## src/rtl/mem_port_if.sv

```systemverilog
// mem_port_if: requester, memory and stall signals of the shared memory port arbiter.
interface mem_port_if #(
   parameter int ADDR_W = 32,
   parameter int DATA_W = 32
);
   logic              if_req;
   logic [ADDR_W-1:0] if_addr;
   logic [DATA_W-1:0] if_rdata;
   logic              if_ack;
   logic              if_err;
   logic              lsu_req;
   logic              lsu_we;
   logic [ADDR_W-1:0] lsu_addr;
   logic [DATA_W-1:0] lsu_wdata;
   logic [DATA_W/8-1:0] lsu_bmask;
   logic [DATA_W-1:0] lsu_rdata;
   logic              lsu_ack;
   logic              lsu_err;
   logic              mem_req;
   logic              mem_we;
   logic [ADDR_W-1:0] mem_addr;
   logic [DATA_W-1:0] mem_wdata;
   logic [DATA_W/8-1:0] mem_bmask;
   logic [DATA_W-1:0] mem_rdata;
   logic              mem_ack;
   logic              stall_if;
   logic              stall_lsu;
   modport master (
      input  if_req, if_addr, lsu_req, lsu_we, lsu_addr, lsu_wdata, lsu_bmask, mem_rdata, mem_ack,
      output if_rdata, if_ack, if_err, lsu_rdata, lsu_ack, lsu_err,
             mem_req, mem_we, mem_addr, mem_wdata, mem_bmask, stall_if, stall_lsu
   );
   modport slave (
      output if_req, if_addr, lsu_req, lsu_we, lsu_addr, lsu_wdata, lsu_bmask, mem_rdata, mem_ack,
      input  if_rdata, if_ack, if_err, lsu_rdata, lsu_ack, lsu_err,
             mem_req, mem_we, mem_addr, mem_wdata, mem_bmask, stall_if, stall_lsu
   );
endinterface

```

## src/rtl/mem_port_arbiter.sv

```systemverilog
// mem_port_arbiter: shares one memory port between IF and LSU with per-transaction timeout.
// Define MEM_ARB_RR_EN for round-robin tie breaking; otherwise LSU wins ties.
module mem_port_arbiter #(
   parameter int ADDR_W      = 32,
   parameter int DATA_W      = 32,
   parameter int TIMEOUT_CYC = 255
) (
   input logic        clk,
   input logic        rst,
   mem_port_if.master bus
);
   localparam int CW = $clog2(TIMEOUT_CYC + 1);
   localparam logic [1:0] IDLE     = 2'd0;
   localparam logic [1:0] BUSY_IF  = 2'd1;
   localparam logic [1:0] BUSY_LSU = 2'd2;
   logic [1:0]    state;
   logic [CW-1:0] cnt;
   logic          pick_lsu, any_req, busy_if, busy_lsu, timeout, done;
   assign any_req = bus.if_req || bus.lsu_req;
`ifdef MEM_ARB_RR_EN
   logic last_lsu;
   assign pick_lsu = bus.lsu_req && (!bus.if_req || !last_lsu);
   always_ff @(posedge clk)
      if (rst) last_lsu <= 1'b0;
      else if (state == IDLE && any_req) last_lsu <= pick_lsu;
`else
   assign pick_lsu = bus.lsu_req;
`endif
   assign busy_if   = state == BUSY_IF;
   assign busy_lsu  = state == BUSY_LSU;
   // mem_ack on the last allowed cycle still counts as a normal completion
   assign timeout   = cnt == CW'(TIMEOUT_CYC - 1) && !bus.mem_ack;
   assign done      = (busy_if || busy_lsu) && (bus.mem_ack || timeout);
   assign bus.if_ack    = busy_if && done;
   assign bus.if_err    = busy_if && timeout;
   assign bus.if_rdata  = busy_if && bus.mem_ack ? bus.mem_rdata : {DATA_W{1'b0}};
   assign bus.lsu_ack   = busy_lsu && done;
   assign bus.lsu_err   = busy_lsu && timeout;
   assign bus.lsu_rdata = busy_lsu && bus.mem_ack ? bus.mem_rdata : {DATA_W{1'b0}};
   assign bus.stall_if  = bus.if_req && !bus.if_ack;
   assign bus.stall_lsu = bus.lsu_req && !bus.lsu_ack;
   always_ff @(posedge clk)
      if (rst) begin
         state         <= IDLE;
         cnt           <= '0;
         bus.mem_req   <= 1'b0;
         bus.mem_we    <= 1'b0;
         bus.mem_addr  <= {ADDR_W{1'b0}};
         bus.mem_wdata <= {DATA_W{1'b0}};
         bus.mem_bmask <= '0;
      end else if (state == IDLE) begin
         if (any_req) begin
            state         <= pick_lsu ? BUSY_LSU : BUSY_IF;
            cnt           <= '0;
            bus.mem_req   <= 1'b1;
            bus.mem_we    <= pick_lsu && bus.lsu_we;
            bus.mem_addr  <= pick_lsu ? bus.lsu_addr : bus.if_addr;
            bus.mem_wdata <= pick_lsu ? bus.lsu_wdata : {DATA_W{1'b0}};
            bus.mem_bmask <= pick_lsu ? bus.lsu_bmask : {(DATA_W/8){1'b1}};
         end
      end else if (done) begin
         state       <= IDLE;
         bus.mem_req <= 1'b0;
      end else
         cnt <= cnt + 1'b1;
endmodule
```

## src/flat_wrapper.sv

```systemverilog
// flat-port wrapper written by rule: the top's interface ports become plain ports
module mem_port_arbiter_flat 
#(
   parameter int ADDR_W      = 32,
   parameter int DATA_W      = 32,
   parameter int TIMEOUT_CYC = 255
)
  (clk, rst, bus_if_req, bus_if_addr, bus_lsu_req, bus_lsu_we, bus_lsu_addr, bus_lsu_wdata, bus_lsu_bmask, bus_mem_rdata, bus_mem_ack, bus_if_rdata, bus_if_ack, bus_if_err, bus_lsu_rdata, bus_lsu_ack, bus_lsu_err, bus_mem_req, bus_mem_we, bus_mem_addr, bus_mem_wdata, bus_mem_bmask, bus_stall_if, bus_stall_lsu);
  mem_port_if #(.ADDR_W(ADDR_W), .DATA_W(DATA_W)) bus_i ();
  input logic clk;
  input logic rst;
  input wire logic [$bits(bus_i.if_req)-1:0] bus_if_req;
  input wire logic [$bits(bus_i.if_addr)-1:0] bus_if_addr;
  input wire logic [$bits(bus_i.lsu_req)-1:0] bus_lsu_req;
  input wire logic [$bits(bus_i.lsu_we)-1:0] bus_lsu_we;
  input wire logic [$bits(bus_i.lsu_addr)-1:0] bus_lsu_addr;
  input wire logic [$bits(bus_i.lsu_wdata)-1:0] bus_lsu_wdata;
  input wire logic [$bits(bus_i.lsu_bmask)-1:0] bus_lsu_bmask;
  input wire logic [$bits(bus_i.mem_rdata)-1:0] bus_mem_rdata;
  input wire logic [$bits(bus_i.mem_ack)-1:0] bus_mem_ack;
  output wire logic [$bits(bus_i.if_rdata)-1:0] bus_if_rdata;
  output wire logic [$bits(bus_i.if_ack)-1:0] bus_if_ack;
  output wire logic [$bits(bus_i.if_err)-1:0] bus_if_err;
  output wire logic [$bits(bus_i.lsu_rdata)-1:0] bus_lsu_rdata;
  output wire logic [$bits(bus_i.lsu_ack)-1:0] bus_lsu_ack;
  output wire logic [$bits(bus_i.lsu_err)-1:0] bus_lsu_err;
  output wire logic [$bits(bus_i.mem_req)-1:0] bus_mem_req;
  output wire logic [$bits(bus_i.mem_we)-1:0] bus_mem_we;
  output wire logic [$bits(bus_i.mem_addr)-1:0] bus_mem_addr;
  output wire logic [$bits(bus_i.mem_wdata)-1:0] bus_mem_wdata;
  output wire logic [$bits(bus_i.mem_bmask)-1:0] bus_mem_bmask;
  output wire logic [$bits(bus_i.stall_if)-1:0] bus_stall_if;
  output wire logic [$bits(bus_i.stall_lsu)-1:0] bus_stall_lsu;
  assign bus_i.if_req = bus_if_req;
  assign bus_i.if_addr = bus_if_addr;
  assign bus_i.lsu_req = bus_lsu_req;
  assign bus_i.lsu_we = bus_lsu_we;
  assign bus_i.lsu_addr = bus_lsu_addr;
  assign bus_i.lsu_wdata = bus_lsu_wdata;
  assign bus_i.lsu_bmask = bus_lsu_bmask;
  assign bus_i.mem_rdata = bus_mem_rdata;
  assign bus_i.mem_ack = bus_mem_ack;
  assign bus_if_rdata = bus_i.if_rdata;
  assign bus_if_ack = bus_i.if_ack;
  assign bus_if_err = bus_i.if_err;
  assign bus_lsu_rdata = bus_i.lsu_rdata;
  assign bus_lsu_ack = bus_i.lsu_ack;
  assign bus_lsu_err = bus_i.lsu_err;
  assign bus_mem_req = bus_i.mem_req;
  assign bus_mem_we = bus_i.mem_we;
  assign bus_mem_addr = bus_i.mem_addr;
  assign bus_mem_wdata = bus_i.mem_wdata;
  assign bus_mem_bmask = bus_i.mem_bmask;
  assign bus_stall_if = bus_i.stall_if;
  assign bus_stall_lsu = bus_i.stall_lsu;
  mem_port_arbiter #(.ADDR_W(ADDR_W), .DATA_W(DATA_W), .TIMEOUT_CYC(TIMEOUT_CYC)) u_core (.clk(clk), .rst(rst), .bus(bus_i));
endmodule
```

## config.mk

```make
export PLATFORM = sky130hd
export DESIGN_NAME = mem_port_arbiter_flat
export DESIGN_NICKNAME = d
export VERILOG_FILES = /design/src/rtl/mem_port_if.sv /design/src/rtl/mem_port_arbiter.sv /design/src/flat_wrapper.sv
export SDC_FILE = /design/constraint.sdc
export NUM_CORES = 1
export LEC_CHECK = 0
export BUFFER_PORTS_ARGS = -buffer_cell sky130_fd_sc_hd__buf_2
export CAP_MARGIN = 40
export CELL_PAD_IN_SITES_DETAIL_PLACEMENT = 1
export CELL_PAD_IN_SITES_GLOBAL_PLACEMENT = 1
export CORE_MARGIN = 10
export CORE_UTILIZATION = 28
export DETAILED_ROUTE_END_ITERATION = 6
export GPL_ROUTABILITY_DRIVEN = 0
export PLACE_DENSITY = 0.86
export RECOVER_POWER = 100
export SLEW_MARGIN = 5
export SYNTH_ARGS = -nofsm -noshare
export SYNTH_HDL_FRONTEND = slang
export SYNTH_SLANG_ARGS = --single-unit
```

## constraint.sdc

```tcl
create_clock -name clk -period 2.1 [get_ports clk]
set_input_delay 0.21 -clock clk [delete_from_list [all_inputs] [get_ports clk]]
set_output_delay 0.21 -clock clk [all_outputs]
set_load 0.005 [all_outputs]
```

Word level (Yosys, flattened, before mapping)
Cells that the tools add are included.
Storage, ports and cells
  register bits after elaboration: 80
  input bits: 138
Operators by class
  add/sub/neg operators: 1
  equal/unequal tests: 5
  multiplexer cells: 15
  reduce and logical (&&, ||, !) cells: 22
Operator list (count)
  $mux W32: 4
  $mux W8: 3
  $logic_and A1 B1 Y1: 11
  $add A8 B1 Y8 const B: 1
  $eq A8 B8 Y1 const B: 1
  $mux W2: 4
  $reduce_and A2 Y1: 3
  $mux W4: 1
  $logic_not A1 Y1: 3
  $logic_or A1 B1 Y1: 3
  $mux W1: 3
  $eq A2 B1 Y1 const B: 1
  $eq A2 B2 Y1 const B: 1
  $logic_not A2 Y1: 1
  $ne A2 B1 Y1 const B: 1
  $ne A2 B2 Y1 const B: 1
  $reduce_bool A2 Y1: 1

Logic depth before layout (Yosys ltp)
  depth in word-level cells: 7
  depth in mapped cells: 7

Least setup slack after synthesis
Ideal clock, no wire load.
  path kind: register to register
  start point: register u_core.state[0]
  end point: register u_core.cnt[6]
  setup time: 58 ps
  data arrival time: 1618 ps
  data required time: 2042 ps
  path slack: 424 ps
  stages on the path, launching flop included: 8
  path buffers: 1
  period minus slack after synthesis: 1676 ps
  cell sequence: dfxtp_1 inv_1 ha_1 and4_1 a211oi_2 buf_6 nor3b_1 a211o_1
On the way
  cells in the longest elaborated chain, start to end: 5
  elaborated cells on any way between the ends: 9
Ends and longest elaborated chain
  start, declared: RTL line mem_port_arbiter.sv:16  | logic [1:0] state;
  start signal, assigned: RTL line mem_port_arbiter.sv:53  | state <= pick_lsu ? BUSY_LSU : BUSY_IF;
  $eq A2 B1 Y1 or $eq A2 B2 Y1 (tied branches): RTL line mem_port_arbiter.sv:29, mem_port_arbiter.sv:30
  $logic_or A1 B1 Y1: RTL line mem_port_arbiter.sv:33  | assign done = (busy_if || busy_lsu) && (bus.mem_ack || timeout);
  $logic_and A1 B1 Y1: RTL line mem_port_arbiter.sv:33
  $ne A2 B2 Y1 (no line)
  $reduce_and A2 Y1 (no line)
  end signal, assigned: RTL line mem_port_arbiter.sv:65  | cnt <= cnt + 1'b1;
  end, declared: RTL line mem_port_arbiter.sv:17  | logic [CW-1:0] cnt;
Parallel ways exist; a longest one is shown, timed or not.
A chain may end at the register's enable or synchronous reset.

Worst setup path after layout
  start point: register u_core.cnt[1]
  end point: output bus_if_ack
On the way
  cells in the longest elaborated chain, start to end: 5
Ends and longest elaborated chain
  $eq A8 B8 Y1: RTL line mem_port_arbiter.sv:32  | assign timeout = cnt == CW'(TIMEOUT_CYC - 1) && !bus.mem_ack;
  $logic_and A1 B1 Y1: RTL line mem_port_arbiter.sv:32
  $logic_or A1 B1 Y1: RTL line mem_port_arbiter.sv:33
  $logic_and A1 B1 Y1: RTL line mem_port_arbiter.sv:33
  $logic_and A1 B1 Y1: RTL line mem_port_arbiter.sv:34  | assign bus.if_ack = busy_if && done;
  end, declared: RTL line flat_wrapper.sv:22  | output wire logic [$bits(bus_i.if_ack)-1:0] bus_if_ack;
No other way between the ends.

==> impl_metrics.csv <==
group,metric,value,unit
cts,postCtsSetupBuffers,0,
run,maxCapViolCount,0,
grt,overflow,0,
drt,final_antenna_net_count,0,
power,peakVddDrop,0.392,mV
sta,tns,0,ns
setup_path,start_kind,"flip-flop",
sta,report.final.slew_viol_count,0,
cts,clockBufferDepth,2,
sta,timing.hold.ws,0.119,ns
floorplan,num_rows,42,
cts,htree_num_levels,3,
logic_synthesis,syn_inst,427,
sta,fin_crit_sh,94.1,%
sta,fmax,0.506,GHz
sta,period_needed,1.98,ns
grt,grt_use_met2,29.5,%
final_layout,design_area,5490,um2
sta,slew_headroom,65.1,%
grt,grt_antenna_before_repair,1,
cts,clock_sinks,80,
cts,worstSkewPairLatency,0.33,ns
cts,cts.clk_slew.worst_paths,0.06,ns
setup_path,critPathKind,"reg -> out",
drt,wire_per_inst,18.7,um
logic_synthesis,synth_seq_area_share,42.3,%
floorplan,initial_utilization,28.6,%
sta,skew,0.00518,ns
setup_path,r2r_cells,7,
setup_path,rr_endpoint,"u_core.cnt[2]",
logic_synthesis,syn_area_per_cell,8.86,um2
sta,tightestPinTransition,0.524,ns
cts,cts_tree,"done",
power,intPower,3.00,mW
setup_path,crit_path_max_incr_delay,0.41,ns
logic_synthesis,yosys_warnings,0,
grt,top_usage_layer,"met2",
power,power_frac_seq,41.6,%
logic_synthesis,ys_ff_latch,80,
power,p_leak,2.72,nW
power,swShare,27.8,%
power,p_per_area,757,nW/um2
grt,met3_usage,6.61,%
grt,use_met1,16.3,%
min_path,min_to,"u_core.bus.mem_wdata[31]",
power,p_sw,1.16,mW
floorplan,ios,278,
floorplan,fp.dieH,136,um
min_path,whs_path_depth,3,
min_path,hold_path_class,"in -> reg",
floorplan,chipWidth,136,um
setup_path,cp.required,1.89,ns
setup_path,crit_arrival,1.77,ns
final_layout,final_cell_mix,"buf_2 (154), clkbuf_1 (121), nor2_1 (80), dfxtp_1 (80), and3_1 (68)",
setup_path,crit_fanout,6,
grt,grt_pass1_vias,4467,
setup_path,end_kind,"output port",
placement,placed_cell_area,5330,um2
grt,grt_max_degree,68,
drt,drt-total-wl,16200,um
power,pwr-share-comb,20.7,%
drt,drt_pass1_iterations,4,
sta,finalSetupViolCount,0,
grt,grt_pass1_wl,24200,um
outcome,status,"finished clean",
sta,rsz0062_at_grt,"no",
final_layout,nFillCells,1714,
drt,drc_errors,0,
final_layout,nets,829,
placement,dp_hpwl,13100,um
setup_path,timing.rr.start,"u_core.state[0]",
drt,routed_via_density,4.93,
final_layout,area_delta_synth_final,45.2,%
logic_synthesis,syn_area,3780,um2
sta,hold_viol_final,0,
cts,cts_root_buffer,"clkbuf_16",
cts,cts_hold_buf,0,
setup_path,path_cells,"ha_1 > and4_4 > nand2_4 > a21boi_4 > and2_1 > buf_2",
final_layout,drive_gt1_share,28.4,%
grt,gr-usage-all-layers,16.1,%
drt,drt_iter0_drc,206,
final_layout,final_common_cell,"buf_2",
placement,io_buffers,277,
power,clock_power_share,37.7,%
logic_synthesis,synth.distinct_cells,40,
floorplan,fp.coreArea,13200,um2
setup_path,ff2ff_setup_slack,0.21,ns
floorplan,die_area,18600,um2
drt,num_vias,4270,
cts,numCtsBuffers,9,
min_path,min_from,"bus_lsu_wdata[31]",
setup_path,slowest_stage,"dfxtp_1",
logic_synthesis,syn_nets,570,
worst max-delay path by stage:
stage | startpoint | end | slack (ns) | cells after the start
4_1_cts | u_core.cnt[1] | bus_if_ack | 0.03 | 6
3_5_place_dp | u_core.cnt[1] | bus_if_ack | 0.06 | 6
2_1_floorplan | u_core.state[0] | u_core.cnt[6] | 0.42 | 7
3_3_place_gp | u_core.cnt[0] | bus_if_ack | 0.17 | 7
6_report | u_core.cnt[1] | bus_if_ack | 0.12 | 6
5_1_grt | u_core.cnt[0] | bus_stall_lsu | 0.007 | 7
power by group through the flow:
| stage | clock network, mW | logic [mW] | registers, mW |
|---|---|---|---|
| finish | 1.57 | 0.861 | 1.73 |
| global route | 1.68 | 0.958 | 1.75 |
| CTS | 1.61 | 0.907 | 1.73 |
| detailed placement | 0 | 0.902 | 1.76 |
| global placement | 0 | 0.861 | 1.75 |
| floorplan | 0 | 0.436 | 1.77 |
state kept, by name (all words and copies together), names as in the netlist:
signal                cells
u_core.bus.mem_addr      32
u_core.bus.mem_we         1
u_core.bus.mem_req        1
u_core.bus.mem_wdata     32
u_core.bus.mem_bmask      4
u_core.state              2
u_core.cnt                8
metal layers:
metal	routed length (um)	share of wire, %	up-vias
met4	302	1.9	2
met2	8360	51	178
li1	-	-	2062
met3	1630	10	26
met5	7	0.043	-
met1	5940	37	2002
cells by family after synthesis:
family                     synth area share, %
and+or+nand+nor                           24.0
AOI/OAI and AO/OA                         17.2
DFF                                       42.3
buffers and inverters                     5.19
muxes                                     9.33
adders and majority gates                 1.65
xor gates and xnor gates                 0.232
Yosys cell counts, drive strengths merged:
library cell | n | area, um2
a211o | 2 | 17.5
a211oi | 35 | 268
a21boi | 3 | 22.5
a21o | 1 | 7.51
a21oi | 3 | 15.0
a221o | 3 | 31.3
a22oi | 33 | 248
a311oi | 1 | 26.3
and2 | 3 | 18.8
and3 | 69 | 433
and3b | 1 | 8.76
and4 | 3 | 30.0
buf | 17 | 91.3
clkbuf | 23 | 86.3
dfxtp | 80 | 1600
ha | 5 | 62.6
inv | 5 | 18.8
mux2 | 2 | 22.5
mux2i | 33 | 330
nand2 | 6 | 30.0
nand3 | 3 | 15.0
nor2 | 81 | 307
nor2b | 1 | 6.26
nor3 | 5 | 25.0
nor3b | 4 | 30.0
o21ai | 3 | 15.0
or2 | 1 | 6.26
xnor2 | 1 | 8.76
cell type report:
class | count | area, um2 | area share, %
Multi-Input combinational cell | 302 | 2010 | 36.6
Sequential cell | 80 | 1600 | 29.2
Timing Repair Buffer | 288 | 1340 | 24.4
Clock buffer | 13 | 260 | 4.74
Tap cell | 176 | 220 | 4.01
Clock inverter | 2 | 38.8 | 0.706
Inverter | 5 | 18.8 | 0.342
Antenna cell | 1 | 2.50 | 0.0456
critical path, delay by kind of cell (launching register included):
| kind | cells | cell delay (ns) |
|---|---|---|
| buf+inv | 1 | 0.12 |
| flops | 1 | 0.41 |
| simple gates | 3 | 0.53 |
| compound gates | 1 | 0.21 |
| fa+ha+maj | 1 | 0.18 |
per-stage QoR:
step	setup slack, ns	total power, mW	utilization (%)	cells
after floorplan	0.424	2.20	-	427
after global placement	0.174	2.61	40.2	851
after detailed placement	0.0612	2.66	40.2	851
after CTS	0.0291	4.24	42.5	866
after global routing	0.00657	4.38	41.4	866
final	0.123	4.16	41.5	867
what timing repair did:
item / CTS / global route
setup endpoints to repair: 4 / 25
gates cloned: 0 / 0
gates resized for setup: 2 / 2
pin swaps: 0 / 0
(Power assumes the default switching activity.)
